File: src/rtl/dac_gpio_scheduler.sv
// Two-requester write scheduler that serialises register writes onto a DAC-driver GPIO bus.
// Each write is framed as setup / strobe / hold phases; the w_clk strobe comes straight from a flop.
`timescale 1ns/1ps
module dac_gpio_scheduler #(
  parameter int unsigned SETUP_CYC  = 1,
  parameter int unsigned STROBE_CYC = 2,
  parameter int unsigned HOLD_CYC   = 5
) (
  input  logic        clk,
  input  logic        rst,
  input  logic        req0_valid,
  input  logic [15:0] req0_addr,
  input  logic [7:0]  req0_data,
  output logic        req0_ready,
  input  logic        req1_valid,
  input  logic [15:0] req1_addr,
  input  logic [7:0]  req1_data,
  output logic        req1_ready,
  output logic [31:0] gpio_out,
  output logic        busy,
  output logic        grant,
  output logic [15:0] wr_count
);

  typedef enum logic [1:0] {
    IDLE   = 2'd0,
    SETUP  = 2'd1,
    STROBE = 2'd2,
    HOLD   = 2'd3
  } state_e;

  localparam logic [3:0] SETUP_LD  = 4'(SETUP_CYC - 1);
  localparam logic [3:0] STROBE_LD = 4'(STROBE_CYC - 1);
  localparam logic [3:0] HOLD_LD   = 4'(HOLD_CYC - 1);

  state_e      state_q;
  logic [3:0]  cnt_q;
  logic [15:0] addr_q;
  logic [7:0]  data_q;
  logic        wclk_q;
  logic        busy_q;
  logic        grant_q;
  logic        last_q;
  logic [15:0] wr_count_q;

  logic        sel_s;
  logic        accept_s;
  logic [15:0] addr_d;
  logic [7:0]  data_d;
  logic [15:0] wr_count_d;

  // Arbiter: a lone requester wins; on contention the one not served last time wins.
  always_comb begin
    sel_s = 1'b0;
    if (req0_valid && req1_valid) begin
      sel_s = ~last_q;
    end else if (req1_valid) begin
      sel_s = 1'b1;
    end else begin
      sel_s = 1'b0;
    end
  end

  // Acceptance is qualified by rst so both readies stay low while the block is held in reset.
  always_comb begin
    accept_s = 1'b0;
    addr_d   = req0_addr;
    data_d   = req0_data;
    if (rst && (state_q == IDLE) && (req0_valid || req1_valid)) begin
      accept_s = 1'b1;
    end else begin
      accept_s = 1'b0;
    end
    if (sel_s) begin
      addr_d = req1_addr;
      data_d = req1_data;
    end else begin
      addr_d = req0_addr;
      data_d = req0_data;
    end
    wr_count_d = wr_count_q + 16'd1;
  end

  assign req0_ready = accept_s & ~sel_s;
  assign req1_ready = accept_s &  sel_s;

  // Write-framing FSM; phase counter is reloaded with (length - 1) on every state entry.
  always_ff @(posedge clk or negedge rst) begin
    if (!rst) begin
      state_q    <= IDLE;
      cnt_q      <= 4'd0;
      addr_q     <= 16'd0;
      data_q     <= 8'd0;
      wclk_q     <= 1'b0;
      busy_q     <= 1'b0;
      grant_q    <= 1'b0;
      last_q     <= 1'b1;
      wr_count_q <= 16'd0;
    end else begin
      case (state_q)
        IDLE: begin
          if (accept_s) begin
            addr_q  <= addr_d;
            data_q  <= data_d;
            grant_q <= sel_s;
            last_q  <= sel_s;
            cnt_q   <= SETUP_LD;
            busy_q  <= 1'b1;
            state_q <= SETUP;
          end else begin
            busy_q  <= 1'b0;
          end
        end
        SETUP: begin
          if (cnt_q == 4'd0) begin
            cnt_q   <= STROBE_LD;
            wclk_q  <= 1'b1;
            state_q <= STROBE;
          end else begin
            cnt_q <= cnt_q - 4'd1;
          end
        end
        STROBE: begin
          if (cnt_q == 4'd0) begin
            cnt_q   <= HOLD_LD;
            wclk_q  <= 1'b0;
            state_q <= HOLD;
          end else begin
            cnt_q <= cnt_q - 4'd1;
          end
        end
        HOLD: begin
          if (cnt_q == 4'd0) begin
            busy_q     <= 1'b0;
            wr_count_q <= wr_count_d;
            state_q    <= IDLE;
          end else begin
            cnt_q <= cnt_q - 4'd1;
          end
        end
        default: begin
          wclk_q  <= 1'b0;
          busy_q  <= 1'b0;
          state_q <= IDLE;
        end
      endcase
    end
  end

  assign gpio_out = {7'd0, wclk_q, data_q, addr_q};
  assign busy     = busy_q;
  assign grant    = grant_q;
  assign wr_count = wr_count_q;

endmodule

File: config.mk
export PLATFORM = sky130hd
export DESIGN_NAME = dac_gpio_scheduler
export DESIGN_NICKNAME = d
export VERILOG_FILES = /design/src/rtl/dac_gpio_scheduler.sv
export SDC_FILE = /design/constraint.sdc
export NUM_CORES = 1
export LEC_CHECK = 0
export ABC_CLOCK_PERIOD_IN_PS = 2800
export CORE_ASPECT_RATIO = 0.9
export CORE_MARGIN = 1
export CORE_UTILIZATION = 45
export CTS_CLUSTER_DIAMETER = 120
export DETAILED_ROUTE_END_ITERATION = 8
export PLACE_DENSITY = 0.83
export RECOVER_POWER = 100
export SLEW_MARGIN = 20
export SYNTH_ARGS = -nofsm -noshare
export SYNTH_HDL_FRONTEND = slang
export SYNTH_SLANG_ARGS = --single-unit
export TNS_END_PERCENT = 10
File: constraint.sdc
create_clock -name clk -period 2.8 [get_ports clk]
set_clock_uncertainty 0.2 [all_clocks]
set_input_delay 0.28 -clock clk [delete_from_list [all_inputs] [get_ports clk]]
set_output_delay 0.28 -clock clk [all_outputs]
set_load 0.05 [all_outputs]
==> results.sh, run 1 <==
export IMPL_relSlewSlack_pct=20.4
export IMPL_initialDrtViolationCount=183
export IMPL_vias=2030
export IMPL_setup_viol=0
export IMPL_route_detailed_drc=0
export IMPL_wl_met1_mm=2.44
export IMPL_dpl_cell_area_mm2=0.00336
export IMPL_yosysWarnings=0
export IMPL_route_met3_wl_um=314
export IMPL_grt_setup_unrepaired="no"
export IMPL_cts_buffers=5
export IMPL_grt_pass1_wl_mm=9.23
export IMPL_max_freq_mhz=401
export IMPL_antenna_left=0
export IMPL_synth_area_per_cell_um2=11.0
export IMPL_area_growth_pct=46.1
export IMPL_drive_gt1_share_pct=7.07
export IMPL_crit_buf_inv=3
export IMPL_ys_types=37
export IMPL_critPathSlowestCell="dfrtp_1"
export IMPL_tightest_slew_ns=1.19
export IMPL_fill_cells=356
export IMPL_hp_class="flop to flop"
export IMPL_cp_slowest_stage_delay_ns=0.41
export IMPL_power_density_mw_per_mm2=1060
export IMPL_path_cells="inv_1, ha_1, nand3_1, a21oi_1, buf_4, clkbuf_2"
export IMPL_fin_crit_sh_pct=89.1
export IMPL_antenna_found_initial=0
export IMPL_clockBufferDepth=2
export IMPL_synth_area_leaders="dfrtp_1 52%, a222oi_1 10%, inv_1 4.8%"
export IMPL_io_pins=104
export IMPL_vias_per_cell=5.40
export IMPL_drv_cap=0
export IMPL_io_buffers=96
export IMPL_multiInputGateArea_um2=891
export IMPL_cts_tree="done"
export IMPL_postCtsHoldBufs=1
export IMPL_slew_viol_final=0
export IMPL_timing_setup_tns_ns=0
export IMPL_syn_inst=213
export IMPL_dieArea_mm2=0.00552
export IMPL_final_seq_area_mm2=0.00125
export IMPL_vdd_drop_max_v=0.000762
export IMPL_ys_seq_elements=50
export IMPL_async_reset_ff_share_pct=100
export IMPL_grt_start_max_net_pins=51
export IMPL_cts_resized=0
export IMPL_firstDrtPassIters=6
export IMPL_hold_viol_final=0
export IMPL_critPathArrivalTime_ns=2.01
export IMPL_synth_enable_flop_cells=0
export IMPL_routed_wl_met2_mm=2.84
export IMPL_place_congestion=0.846
export IMPL_grt_pass1_vias=1942
export IMPL_htree_levels=2
export IMPL_worstSetupStartpointType="flop"
export IMPL_worst_ep_required_time_ns=2.32
export IMPL_synth_largest_area_cell="dfrtp_1"
export IMPL_cts_root_buf="clkbuf_8"
export IMPL_clkSinkCount=50
export IMPL_routed_wl_mm=5.68
export IMPL_die_h_um=70.6
export IMPL_fin_area_mm2=0.00344
export IMPL_p_leak_nw=1.66
export IMPL_start_util_pct=47.8
export IMPL_critPathTopFamily="buffers and inverters"
export IMPL_clk_pin_slew_ns=0.09
export IMPL_grt_ovfl_total=0
export IMPL_routed_top_layer="met4"
export IMPL_layout_nets=369
export IMPL_clk_latency_ns=0.30
export IMPL_crit_type="flop to output port"
export IMPL_ys_seq_area_share_pct=53.2
export IMPL_final_util_pct=69.8
export IMPL_postCtsSetupRepairBufs=0
export IMPL_floorplan_rows=24
export IMPL_synth_top_flop_cell="dfrtp_1"
export IMPL_cp_max_fo=27
export IMPL_die_width_um=78.2
export IMPL_dp_hpwl_mm=4.17
export IMPL_status="finished clean"
export IMPL_synth_top_area_share_pct=52.1
export IMPL_track_usage_pct=21.6
export IMPL_wl_per_cell_um=15.1
export IMPL_period_needed_ns=2.49
export IMPL_syn_area_mm2=0.00235
export IMPL_core_area_mm2=0.00492
export IMPL_setup_worst_path_end_class="output port"
export IMPL_antenna_cells=0
layer usage:
layer	track usage, %	vias to the layer above
li1	-	959
met1	27.2	991
met2	36.7	72
met3	5.03	8
met4	7.61	0
met5	0	-
cell families (layout without fill, tap and decap cells):
kind of cell,after synthesis,in the layout,share of synthesized area (%)
simple gates,46,46,11.0
xor+xnor,15,15,5.59
buf+inv,47,139,9.26
fa+ha+maj,7,7,3.72
compound gates,45,45,16.1
mux,2,2,0.957
other cells,1,7,0.159
flops,50,50,53.2
Yosys cell counts, drive strengths merged, types with 2 or more instances:
cell     n
mux2     2
xor2     3
o41ai    2
a21oi    8
nand3    6
o21ai    5
and3     2
a22o     2
nor4     2
a222oi  24
dfrtp   49
nand2b   2
nor2     5
xnor2   12
inv     30
buf     15
nor3b    2
and2     2
nor3     5
ha       7
clkbuf   2
nand2   12
nand4    5
stage by stage:
step / hold slack, ns / power (W) / setup slack (ns) / std cells
after floorplan: -0.216 / 0.00264 / 0.837 / 219
after global placement: 0.262 / 0.00326 / 0.725 / 367
after detailed placement: 0.266 / 0.00332 / 0.620 / 367
after CTS: 0.280 / 0.00379 / 0.470 / 376
after global routing: 0.282 / 0.00387 / 0.181 / 376
final: 0.273 / 0.00366 / 0.306 / 376
worst paths after layout:
check                                         startpoint  depth (start not counted)  slack (ns)                        to
min in group asynchronous                            rst                          3        0.85        wclk_q$_DFFE_PN0P_
worst max-delay path              state_q[0]$_DFFE_PN0P_                          6        0.31                req0_ready
worst min register to register  wr_count[15]$_DFFE_PN0P_                          1        0.27  wr_count[15]$_DFFE_PN0P_
worst min-delay path            wr_count[15]$_DFFE_PN0P_                          1        0.27  wr_count[15]$_DFFE_PN0P_
worst max register to register      cnt_q[0]$_DFFE_PN0P_                          6        0.44  wr_count[15]$_DFFE_PN0P_
max in group asynchronous                            rst                          3        0.83     addr_q[4]$_DFFE_PN0P_
layout by cell type (no fill, tap or decap), types with 2 or more instances in the layout:
| cell | netlist | layout |
|---|---|---|
| o21ai_0 | 5 | 5 |
| conb_1 | 1 | 7 |
| clkdlybuf4s50_1 | 0 | 50 |
| nor3_1 | 4 | 5 |
| nand2b_1 | 2 | 2 |
| mux2_2 | 2 | 2 |
| dfrtp_1 | 49 | 49 |
| o41ai_1 | 2 | 2 |
| clkbuf_2 | 0 | 3 |
| and3_1 | 2 | 2 |
| buf_4 | 9 | 2 |
| nand4_1 | 5 | 5 |
| nand2_1 | 12 | 12 |
| dlygate4sd3_1 | 0 | 44 |
| xnor2_1 | 12 | 12 |
| nor2_1 | 5 | 5 |
| xor2_1 | 3 | 3 |
| clkbuf_8 | 0 | 7 |
| nor4_1 | 2 | 2 |
| nand3_1 | 6 | 6 |
| inv_1 | 30 | 30 |
| a222oi_1 | 24 | 24 |
| a21oi_1 | 7 | 7 |
| ha_1 | 7 | 7 |
sequential cells by signal, indices dropped and copies added, names as in the netlist:
name	flops
addr_q	16
state_q	2
wr_count	16
data_q	8
wclk_q	1
busy	1
grant	1
last_q	1
cnt_q	4
report_power, final:
part | switching, W | internal [W]
clock | 0.000241 | 0.000227
sequential | 0.000178 | 0.000980
combinational | 0.00131 | 0.000716
area by class of cell:
cell class,instances,share of cell area (%)
tap,65,2.37
inverter,30,3.28
multi-input combinational,122,25.9
sequential,50,36.4
clock inverter,1,0.255
timing repair buffer,101,28.9
clock buffer,7,2.80
Power figures use the tool's default switching activity.
==> run 2, diff against run 1 <==
Settings changed: ABC_AREA from default to 1, CORE_MARGIN 1 to 4, CORE_UTILIZATION 45 to 46, CTS_BUF_LIST from default to sky130_fd_sc_hd__clkbuf_16.
==> results.sh, run 2 <==
export IMPL_multiInputGateArea_mm2=0.00108
export IMPL_ys_seq_area_share_pct=49.3
export IMPL_status="finished clean"
export IMPL_hold_viol_final=0
export IMPL_postCtsSetupRepairBufs=0
export IMPL_start_util_pct=48.0
export IMPL_drive_gt1_share_pct=3.80
export IMPL_critPathSlowestCell="nor2_4"
export IMPL_vias_per_cell=4.90
export IMPL_synth_area_leaders="dfrtp_1 48%, nand2_1 19%, nand3_1 6.7%"
export IMPL_synth_largest_area_cell="dfrtp_1"
export IMPL_synth_xor_area_share_pct=3.79
export IMPL_timing_setup_tns_ns=0
export IMPL_die_h_um=78.5
export IMPL_critPathArrivalTime_ns=2.06
export IMPL_vdd_drop_max_v=0.000637
export IMPL_fill_cells=410
export IMPL_antenna_left=0
export IMPL_wl_per_cell_um=13.6
export IMPL_cts_tree="done"
export IMPL_yosys_top_cells_count="131 x nand2_1, 49 x dfrtp_1, 34 x nand3_1, 28 x inv_1, 18 x nor2_1"
export IMPL_track_usage_pct=20.8
export IMPL_synth_most_common_cell="nand2_1"
export IMPL_hp_class="flop to flop"
export IMPL_hold_path_endpoint="grant$_DFFE_PN0P_"
export IMPL_hold_path_depth=2
export IMPL_dieArea_mm2=0.00678
export IMPL_clockBufferDepth=2
export IMPL_io_buffers=96
export IMPL_cp_slowest_stage_delay_ns=0.47
export IMPL_syn_inst=320
export IMPL_layout_nets=479
export IMPL_power_density_mw_per_mm2=1040
export IMPL_synth_top_family_by_area="simple AND/OR/NAND/NOR gates"
export IMPL_area_growth_pct=45.8
export IMPL_synth_top_flop_cell="dfrtp_1"
export IMPL_grt_pass1_vias=2431
export IMPL_synth_enable_flop_cells=0
export IMPL_htree_levels=2
export IMPL_worst_r2r_path_depth=11
export IMPL_synth_top_area_share_pct=48.3
export IMPL_worstSetupStartpointType="flop"
export IMPL_cp_max_fo=25
export IMPL_initialDrtViolationCount=139
export IMPL_routed_wl_mm=6.65
export IMPL_syn_area_mm2=0.00254
export IMPL_hold_worst_slack_ns=0.280
export IMPL_worst_ep_required_time_ns=2.32
export IMPL_grt_setup_unrepaired="no"
export IMPL_grt_start_max_net_pins=51
export IMPL_r2r_start="state_q[0]$_DFFE_PN0P_"
export IMPL_fin_crit_sh_pct=90.8
export IMPL_muxShareOfSynthArea_pct=0
export IMPL_async_reset_ff_share_pct=100
export IMPL_r2r_end="cnt_q[3]$_DFFE_PN0P_"
export IMPL_core_area_mm2=0.00529
export IMPL_die_width_um=86.3
export IMPL_layout_common_cells="131 x nand2_1, 50 x clkdlybuf4s50_1, 49 x dfrtp_1"
export IMPL_synth_compound_area_share_pct=1.97
export IMPL_antenna_cells=0
export IMPL_setup_worst_path_end_class="output port"
export IMPL_final_common_cell="nand2_1"
export IMPL_postCtsHoldBufs=1
export IMPL_io_pins=104
export IMPL_clk_latency_ns=0.28
export IMPL_clk_pin_slew_ns=0.07
export IMPL_floorplan_rows=25
export IMPL_yosysWarnings=0
export IMPL_clkSinkCount=50
export IMPL_place_congestion=0.805
export IMPL_firstDrtPassIters=4
export IMPL_crit_type="flop to output port"
export IMPL_crit_buf_inv=3
export IMPL_reg2reg_slack_ns=0.58
export IMPL_ys_types=24
export IMPL_drv_cap=0
export IMPL_route_detailed_drc=0
export IMPL_slew_viol_final=0
export IMPL_critPathTopFamily="simple AND/OR/NAND/NOR gates"
export IMPL_cts_resized=0
export IMPL_synth_area_per_cell_um2=7.94
export IMPL_tightest_slew_ns=1.23
export IMPL_cts_root_buf="clkbuf_16"
export IMPL_synth_simple_area_share_pct=33.3
export IMPL_synth_fa_ha_area_share_pct=3.45
export IMPL_p_leak_nw=1.83
export IMPL_setup_viol=0
export IMPL_period_needed_ns=2.54
export IMPL_antenna_found_initial=0
export IMPL_worstHoldStart="grant$_DFFE_PN0P_"
export IMPL_max_freq_mhz=393
export IMPL_vias=2390
export IMPL_ys_seq_elements=50
export IMPL_dp_hpwl_mm=5.06
export IMPL_relSlewSlack_pct=17.9
export IMPL_crit_path_frequent_cell="inv_1"
export IMPL_grt_ovfl_total=0
export IMPL_path_cells="inv_1, ha_1, nand2_1, nor2_1, inv_1, nor2_4, buf_12"
export IMPL_cts_buffers=5
export IMPL_final_seq_area_mm2=0.00125
export IMPL_grt_pass1_wl_mm=11.2
run 2: cell types whose count changed in the layout (fill, tap and decap cells not counted), moves of 7 or more:
cell      before  now
a222oi_1      24    0
clkbuf_8       7    0
nand2_1       12  131
nand3_1        6   35
nor2_1         5   21
xnor2_1       12    5
run 2: where the power goes:
group          internal [W]  switching, W  leakage, nW
sequential         0.000979      0.000164        0.641
combinational      0.000639       0.00142         1.11
clock              0.000415      0.000246       0.0864
total               0.00203       0.00183         1.83
run 2: layout make-up:
| type | instances | share of cell area (%) |
|---|---|---|
| timing repair buffer | 101 | 27.3 |
| inverter | 29 | 2.94 |
| tap | 67 | 2.26 |
| clock buffer | 5 | 3.38 |
| multi-input combinational | 233 | 29.2 |
| clock inverter | 3 | 1.01 |
| sequential | 50 | 33.8 |
run 2: worst max-delay path by stage:
stage / slack (ns) / start / end / cells after the start
after floorplan: 0.90 / wr_count[0]$_DFFE_PN0P_ / wr_count[8]$_DFFE_PN0P_ / 5
after global placement: 0.66 / req0_valid / req0_ready / 6
after detailed placement: 0.59 / state_q[0]$_DFFE_PN0P_ / req0_ready / 7
after CTS: 0.28 / state_q[0]$_DFFE_PN0P_ / req0_ready / 7
after global routing: 0.07 / state_q[0]$_DFFE_PN0P_ / req0_ready / 7
final: 0.26 / state_q[0]$_DFFE_PN0P_ / req0_ready / 7
run 2: cell families after synthesis:
| group | Yosys count |
|---|---|
| xor gates and xnor gates | 11 |
| adders and majority gates | 7 |
| and+or+nand+nor | 199 |
| DFF | 50 |
| other | 1 |
| AOI/OAI and AO/OA | 9 |
| buffers and inverters | 43 |
run 2: metrics by stage:
stage	total power [W]	util, %	worst slack [ns]	instances	instance area (µm²)
finish	0.00387	70.0	0.258	488	3700
global route	0.00410	70.0	0.0731	488	3700
CTS	0.00400	70.6	0.281	488	3730
detailed placement	0.00330	67.3	0.594	479	3560
global placement	0.00324	67.3	0.665	479	3560
floorplan	0.00257	-	0.902	326	2560
run 2: worst register-to-register path: stages (launching register included):
cell and delay (ns):
dfrtp_1 0.40, inv_1 0.11, ha_1 0.23, nand2_1 0.09
nor2_1 0.07, inv_1 0.11, buf_4 0.30, nand2_1 0.18
nand2_1 0.19, inv_1 0.10, nand3_1 0.08, nand2_1 0.06
run 2: metal layers:
| layer | vias to the layer above | part of all wire (%) | track usage [%] |
|---|---|---|---|
| met5 | - | 0 | 0 |
| met2 | 91 | 51 | 36.0 |
| met1 | 1100 | 40 | 24.5 |
| met3 | 13 | 6.2 | 4.83 |
| met4 | 0 | 2.7 | 9.03 |
| li1 | 1186 | - | - |
==> run 3, diff against run 2 <==
Settings changed: CAP_MARGIN from default to 10, CORE_MARGIN 4 to 2.
==> results.sh, run 3 (synthesis gave the netlist of run 2 again) <==
export IMPL_status="finished clean"
export IMPL_clkSinkCount=50
export IMPL_antenna_left=0
export IMPL_cp_max_fo=29
export IMPL_drive_gt1_share_pct=3.57
export IMPL_hold_viol_final=0
export IMPL_route_detailed_drc=0
export IMPL_vdd_drop_max_v=0.000664
export IMPL_initialDrtViolationCount=95
export IMPL_fin_crit_sh_pct=92.4
export IMPL_cts_root_buf="clkbuf_16"
export IMPL_grt_setup_unrepaired="no"
export IMPL_routed_wl_met2_mm=3.19
export IMPL_cts_tree="done"
export IMPL_routed_wl_mm=6.56
export IMPL_cts_buffers=5
export IMPL_path_cells="inv_1, ha_1, nand2_1, nor2_2, inv_2, nor2_4, buf_12"
export IMPL_hold_path_endpoint="grant$_DFFE_PN0P_"
export IMPL_final_cells=487
export IMPL_floorplan_rows=25
export IMPL_final_common_cell="nand2_1"
export IMPL_wl_per_cell_um=13.5
export IMPL_dp_hpwl_mm=4.84
export IMPL_route_met3_wl_um=417
export IMPL_track_usage_pct=23.2
export IMPL_core_area_mm2=0.00529
export IMPL_hp_class="flop to flop"
export IMPL_drv_cap=0
export IMPL_routed_top_layer="met4"
export IMPL_antenna_found_initial=0
export IMPL_worst_ep_required_time_ns=2.32
export IMPL_dpl_cell_area_mm2=0.00355
export IMPL_die_width_um=82.3
export IMPL_place_inst=478
export IMPL_critPathTopFamily="simple AND/OR/NAND/NOR gates"
export IMPL_critPathArrivalTime_ns=2.11
export IMPL_io_buffers=96
export IMPL_vias_per_cell=4.95
export IMPL_start_util_pct=48.0
export IMPL_htree_levels=2
export IMPL_clk_pin_slew_ns=0.07
export IMPL_place_congestion=0.846
export IMPL_cp_slowest_stage_delay_ns=0.41
export IMPL_relSlewSlack_pct=17.9
export IMPL_r2r_start="state_q[0]$_DFFE_PN0P_"
export IMPL_hold_path_depth=2
export IMPL_vias=2412
export IMPL_die_h_um=74.5
export IMPL_grt_pass1_vias=2423
export IMPL_worst_r2r_path_depth=8
export IMPL_worstSetupStartpointType="flop"
export IMPL_tightest_slew_ns=1.23
export IMPL_setup_worst_path_end_class="output port"
export IMPL_clk_latency_ns=0.29
export IMPL_period_needed_ns=2.59
export IMPL_clockBufferDepth=2
export IMPL_antenna_cells=0
export IMPL_reg2reg_slack_ns=0.36
export IMPL_grt_ovfl_total=0
export IMPL_worstHoldStart="grant$_DFFE_PN0P_"
export IMPL_final_seq_area_mm2=0.00125
export IMPL_firstDrtPassIters=4
export IMPL_critPathSlowestCell="dfrtp_1"
export IMPL_hold_worst_slack_ns=0.272
export IMPL_crit_buf_inv=3
export IMPL_layout_nets=479
export IMPL_layout_common_cells="131 x nand2_1, 50 x clkdlybuf4s50_1, 49 x dfrtp_1"
export IMPL_max_freq_mhz=386
export IMPL_fill_cells=423
export IMPL_grt_pass1_wl_mm=10.8
export IMPL_p_leak_nw=1.81
export IMPL_fin_area_mm2=0.00368
export IMPL_slew_viol_final=0
export IMPL_crit_type="flop to output port"
export IMPL_area_growth_pct=44.8
export IMPL_r2r_end="addr_q[11]$_DFFE_PN0P_"
export IMPL_power_density_mw_per_mm2=1040
export IMPL_io_pins=104
export IMPL_setup_viol=0
export IMPL_dieArea_mm2=0.00613
export IMPL_grt_start_max_net_pins=51
export IMPL_cts_resized=0
export IMPL_wl_met1_mm=2.75
export IMPL_multiInputGateArea_mm2=0.00109
export IMPL_postCtsSetupRepairBufs=0
export IMPL_timing_setup_tns_ns=0
[run 3: worst max path at each step]
stage               cells after the start                       to               startpoint  slack [ns]
detailed placement                      6               req0_ready               req1_valid        0.40
global route                            7               req0_ready   state_q[0]$_DFFE_PN0P_        0.06
CTS                                     7               req0_ready   state_q[0]$_DFFE_PN0P_        0.03
finish                                  7               req0_ready   state_q[0]$_DFFE_PN0P_        0.21
floorplan                               5  wr_count[8]$_DFFE_PN0P_  wr_count[0]$_DFFE_PN0P_        0.90
global placement                        6               req0_ready               req1_valid        0.43
[run 3: power by group]
| group | internal (W) | leakage [nW] | total, W | switching [W] |
|---|---|---|---|---|
| Clock | 0.000413 | 0.0773 | 0.000666 | 0.000253 |
| Sequential | 0.000980 | 0.641 | 0.00114 | 0.000162 |
| Combinational | 0.000626 | 1.09 | 0.00203 | 0.00141 |
| Total | 0.00202 | 1.81 | 0.00384 | 0.00182 |
[run 3: worst reg2reg max path: cells and delay by family (launching register included)]
family / cells / cell delay, ns
fa+ha+maj: 1 / 0.20
buf+inv: 2 / 0.35
flops: 1 / 0.41
simple gates: 5 / 1.24
[run 3: layer usage]
metal  track usage (%)  vias to the layer above
met5                 0                        -
met4              11.7                        0
met3              6.43                       18
met2              38.9                       71
met1              27.3                     1138
li1                  -                     1185
[run 3: metrics by stage]
stage	util [%]	setup WS [ns]	total power, W
global route	69.6	0.0572	0.00408
floorplan	-	0.902	0.00257
global placement	67.2	0.433	0.00322
CTS	70.4	0.0320	0.00398
detailed placement	67.2	0.400	0.00328
finish	69.6	0.211	0.00384
[run 3: timing repair]
item / 4_1_cts / 5_1_grt
hold endpoints to repair: 49 / 0
setup endpoints to repair: 0 / 1
hold buffers: 1 / 0
[run 3: final cells by class]
type | instances | area share, %
clock buffer | 5 | 3.40
inverter | 29 | 2.96
sequential | 50 | 34.1
multi-input combinational | 234 | 29.6
timing repair buffer | 100 | 26.8
clock inverter | 2 | 0.919
tap | 67 | 2.28
==> edit 1, RTL diff (settings of run 1) <==
Re-encode `state_e` (4 states) as one-hot, 4 bits wide.
--- a/src/rtl/dac_gpio_scheduler.sv
+++ b/src/rtl/dac_gpio_scheduler.sv
@@ -22,11 +22,11 @@
   output logic [15:0] wr_count
 );
 
-  typedef enum logic [1:0] {
-    IDLE   = 2'd0,
-    SETUP  = 2'd1,
-    STROBE = 2'd2,
-    HOLD   = 2'd3
+  typedef enum logic [3:0] {
+    IDLE   = 4'b0001,
+    SETUP  = 4'b0010,
+    STROBE = 4'b0100,
+    HOLD   = 4'b1000
   } state_e;
 
   localparam logic [3:0] SETUP_LD  = 4'(SETUP_CYC - 1);
Formal check against the unedited RTL: no difference found for any inputs over 10 cycles, from zero or initial values and one cycle with rst low; not proved beyond that.
==> edit 1 against run 1 <==
Power decreased by 5.0%; non-clock buffer count increased by 3; routed wire length increased by 8.4%; sequential share of layout area decreased by 1.1 points; clock power increased by 18%; fmax decreased by 5.2%; hold slack got worse by 0.0088 ns; setup slack got worse by 0.14 ns; cell area increased by 7.4%; combinational power decreased by 13%; count of clock-buffer cells in the layout decreased by 1; die area increased by 9.2%; synthesized area increased by 9.5%; sequential cell count increased by 2; critical path type is now in2out; highest routed layer unchanged.
==> edit 1: results (changes against run 1) <==
Global route
  • GRT Overall Usage: 22.3% (+0.73 points)
  • Largest net degree at the start of global routing: 54 (+5.9%)
  • Met3 GRT Util: 7.58% (+2.5 points)

Placement
  • Pre-CTS setup slack: 0.425 ns (-0.195 ns)
  • GP Congestion: 0.835 (-1.3%)
  • Placement Cell Area: 3590 um2 (+6.9%)
  • DP Cell Count: 414 (+13%)

Yosys
  • Top cells by area, synth: dfrtp_1 49%, nand2_1 7.9%, a22oi_1 7.0%
  • Avg Synthesized Cell Area: 10.0 um2 (-9.3%)
  • Sequential area share after synthesis: 50.6% (-2.6 points)

Finish
  • Layout multi-input combinational cell count: 182 (+49%)
  • Final Non-Filler Cells: 423 (+13%)
  • # fillers: 438 (+23%)
  • Buffer share of cell area: 27.5% (-1.4 points)
  • Layout cells sized above 1: 7.02% (-0.051 points)
  • Non-CTS buffers: 104 (+3.0%)
  • Seq area share: 35.3% (-1.1 points)
  • Finished Cell Area: 3690 um2 (+7.4%)

Routing
  • DR WL met2: 2950 um (+3.8%)
  • WL met3: 485 um (+54%)
  • First-pass detailed-route iteration total: 4 (-2)
  • WL final: 6160 um (+8.4%)

Setup path
  • Flop2flop setup slack: 0.32 ns (-0.12 ns)
  • Setup crit end: req1_ready
  • Worst path arrival time: 2.15 ns (+0.14 ns)
  • Worst Path Max Fanout: 25 (-7.4%)

Floorplanning
  • # Taps: 67 (+3.1%)

Power and ir drop
  • Worst vdd rail ir drop: 0.555 mV (-27%)
  • Pleak: 1.75 nW (+5.3%)

STA
  • PnR worst setup slack: 0.171 ns (-0.136 ns)
  • Slew margin rel.: 13.0% (-7.4 points)
  • Final hold slack: 0.264 ns (-0.00882 ns)

Outcome
  • Outcome: finished, final reports clean
## edit 1: cell types whose count changed in the layout (fill, tap and decap cells not counted), moves of 3 or more
cell / change
nand2_1: +42
a222oi_1: -24
a22oi_1: +24
inv_1: -20
nor2_1: +9
nor3_1: +7
ha_1: -5
xor2_1: +5
nor4b_1: +4
xnor2_1: -4
a21oi_1: -3
nand4_1: -3
## edit 1: cells by family after synthesis
logic type / synth area share [%]
mux: 0.875
xor+xnor: 5.44
flops: 50.6
buf+inv: 6.07
fa+ha+maj: 1.36
simple gates: 22.4
compound gates: 13.0
other cells: 0.146
## edit 1: power breakdown
| part | total [W] | internal, W | switching [W] |
|---|---|---|---|
| Sequential | 0.00116 | 0.000985 | 0.000173 |
| Clock | 0.000553 | 0.000293 | 0.000261 |
| Combinational | 0.00176 | 0.000551 | 0.00121 |
## edit 1: critical path: stages
cell and delay (ns):
dlygate4sd3_1 0.52, buf_2 0.13, or3b_4 0.42, a2111oi_4 0.28, buf_4 0.33, buf_12 0.18
==> edit 2, RTL diff (settings of run 1) <==
Without the edit above. Make the reset (`rst`) synchronous in one clocked block.
--- a/src/rtl/dac_gpio_scheduler.sv
+++ b/src/rtl/dac_gpio_scheduler.sv
@@ -85,7 +85,7 @@
   assign req1_ready = accept_s &  sel_s;
 
   // Write-framing FSM; phase counter is reloaded with (length - 1) on every state entry.
-  always_ff @(posedge clk or negedge rst) begin
+  always_ff @(posedge clk) begin
     if (!rst) begin
       state_q    <= IDLE;
       cnt_q      <= 4'd0;
Formal check against the unedited RTL: differs if rst is asserted again (counterexample within 4 cycles, from zero or initial values and one cycle with rst low); with rst held inactive, the same outputs for 10 cycles.
==> edit 2 against run 1 <==
Sequential share of layout area decreased by 6.3 points; synthesized area shrank 4.0%; first-iteration DRC count grew 23%; core utilization down 1.0 points; routed wire length rose by 4.1%; non-clock buffer count did not move; power fell by 33%; sequential cell count stayed put; sequential power down 24%; setup slack improved by 0.042 ns; cell area is 3.3% lower; combinational power down 45%; critical endpoint unchanged.
==> edit 2: results (changes against run 1) <==
STA
  • Slew @ Worst Pin: 0.990 ns (-0.204 ns)
  • Final hold slack: 0.297 ns (+0.0240 ns)

Setup path
  • Worst Path Max Fanout: 26 (-3.7%)
  • Reg2Reg Depth: 6 (unchanged)
  • Worst path arrival time: 1.97 ns (-0.04 ns)
  • Slowest cell on crit path: dfxtp_1
  • Flop2flop setup slack: 0.46 ns (+0.02 ns)
  • Critical path's top delay family: buffers and inverters
  • Reg2reg end: wr_count[13]$_SDFFE_PN0P_
  • CP max stage delay: 0.34 ns (-0.07 ns)
  • Worst flop-to-flop path startpoint: cnt_q[0]$_SDFFE_PN0P_

Yosys
  • Async SR Flop Fraction: 0% (-100 points)
  • Yosys warnings: 0 (unchanged)
  • Synth cell types: 46 (+24%)
  • Top cells by area, synth: dfxtp_1 44%, a222oi_1 10%, nor2_1 6.2%
  • Sequential area share after synthesis: 44.3% (-8.9 points)
  • Top cells by count, synth: 50 x dfxtp_1, 37 x nor2_1, 23 x a222oi_1

Global route
  • Global-route wire length before repair: 9720 um (+5.2%)
  • Number of global-route vias before repair: 2144 (+10%)
  • Antenna violations before repair: 0 (unchanged)
  • Largest net degree at the start of global routing: 33 (-35%)
  • GRT Overall Usage: 23.0% (+1.4 points)

Finish
  • Layout cells sized above 1: 5.28% (-1.8 points)
  • # diodes: 0 (unchanged)
  • NumNets Final: 399 (+8.1%)

Routing
  • WL final: 5920 um (+4.1%)
  • DR WL met2: 2780 um (-2.2%)
  • Top Metal Used: met4
  • Vias: 2264 (+12%)
  • Initial drt markers: 226 (+23%)
  • First-pass detailed-route iteration total: 7 (+1)
  • WL met3: 551 um (+75%)
  • DRT met1 WL: 2480 um (+1.9%)

Clock network
  • Clk buf depth: 2 (unchanged)
  • Clock transition time at the flip-flop clock pins of the worst setup and hold paths: 0.09 ns (about the same)
  • Clock root buffer master: clkbuf_8
  • Post-CTS sizing: 0 (unchanged)
  • CTS H-tree lvls: 2 (unchanged)
  • Setup bufs post-CTS: 0 (unchanged)
  • Num CTS Buffers: 5 (unchanged)
  • Clock latency on the worst-skew pair: 0.30 ns (about the same)

Placement
  • GP Congestion: 0.814 (-3.7%)
  • Final HPWL DP: 4310 um (+3.3%)
  • Port-buffer cells: 96 (unchanged)

Worst hold path
  • Worst Hold Path EP: addr_q[4]$_SDFFE_PN0P_
  • Cells on Worst Hold Path: 2 (+1)
  • Hold Path Origin: addr_q[4]$_SDFFE_PN0P_
  • Min-delay worst type: reg2reg

Power and ir drop
  • Worst vdd rail ir drop: 0.393 mV (-48%)
  • Int Power: 0.00141 W (-27%)
  • Pleak: 1.34 nW (-19%)

Outcome
  • Outcome: finished, final reports clean
==> edit 2: cell type report <==
cell class	count	area (um2)
multi-input cells	171	1110
repair buffers	101	996
well taps	65	81.3
clock buffers	7	86.3
fillers	379	1510
clock inverters	1	8.76
flip-flops and latches	50	1000
inverters	11	41.3
==> edit 2: cell families (layout without fill, tap and decap cells) <==
| logic type | count (synthesis) | after routing | synth area share [%] |
|---|---|---|---|
| other cells | 1 | 7 | 0.166 |
| mux | 1 | 1 | 0.443 |
| flops | 50 | 50 | 44.3 |
| simple gates | 84 | 84 | 18.6 |
| compound gates | 63 | 63 | 21.7 |
| buf+inv | 34 | 120 | 7.43 |
| fa+ha+maj | 7 | 7 | 3.88 |
| xor+xnor | 9 | 9 | 3.49 |
==> edit 2: through the flow <==
stage / cells / util (%) / power (W) / setup slack, ns / cell area [um2]
2_1_floorplan: 255 / - / 0.00168 / 0.300 / 2280
3_3_place_gp: 398 / 67.4 / 0.00203 / 0.582 / 3260
3_5_place_dp: 398 / 67.4 / 0.00205 / 0.494 / 3260
4_1_cts: 406 / 69.4 / 0.00249 / 0.438 / 3360
5_1_grt: 406 / 68.8 / 0.00257 / 0.188 / 3320
6_report: 406 / 68.8 / 0.00243 / 0.349 / 3320
==> edit 2: worst max path at each step <==
stage	start	to	slack, ns	cells after the start
floorplan	state_q[0]$_SDFFE_PN0P_	addr_q[15]$_SDFFE_PN0P_	0.30	8
global placement	state_q[0]$_SDFFE_PN0P_	wr_count[15]$_SDFFE_PN0P_	0.58	5
detailed placement	cnt_q[0]$_SDFFE_PN0P_	wr_count[15]$_SDFFE_PN0P_	0.49	6
CTS	state_q[0]$_SDFFE_PN0P_	req1_ready	0.44	6
global route	state_q[1]$_SDFFE_PN0P_	req0_ready	0.19	6
finish	state_q[0]$_SDFFE_PN0P_	req0_ready	0.35	6
==> edit 2: worst reg2reg max path: stages, from the launching register on <==
cell and delay (ns):
dfxtp_1 0.34, inv_1 0.09, ha_1 0.27, nand4bb_1 0.30
or3_1 0.52, or4_1 0.41, a21oi_1 0.15
==> edit 2: power groups by stage <==
stage,clock network [W],logic (W),registers [W]
2_1_floorplan,0,0.000542,0.00114
3_3_place_gp,0,0.00113,0.000899
3_5_place_dp,0,0.00115,0.000900
4_1_cts,0.000454,0.00115,0.000887
5_1_grt,0.000488,0.00119,0.000895
6_report,0.000442,0.00111,0.000883
==> edit 2: routing by layer <==
| metal | global-route usage [%] | up-vias |
|---|---|---|
| li1 | - | 1098 |
| met1 | 27.2 | 1055 |
| met2 | 36.3 | 100 |
| met3 | 9.61 | 11 |
| met4 | 10.0 | 0 |
| met5 | 0 | - |
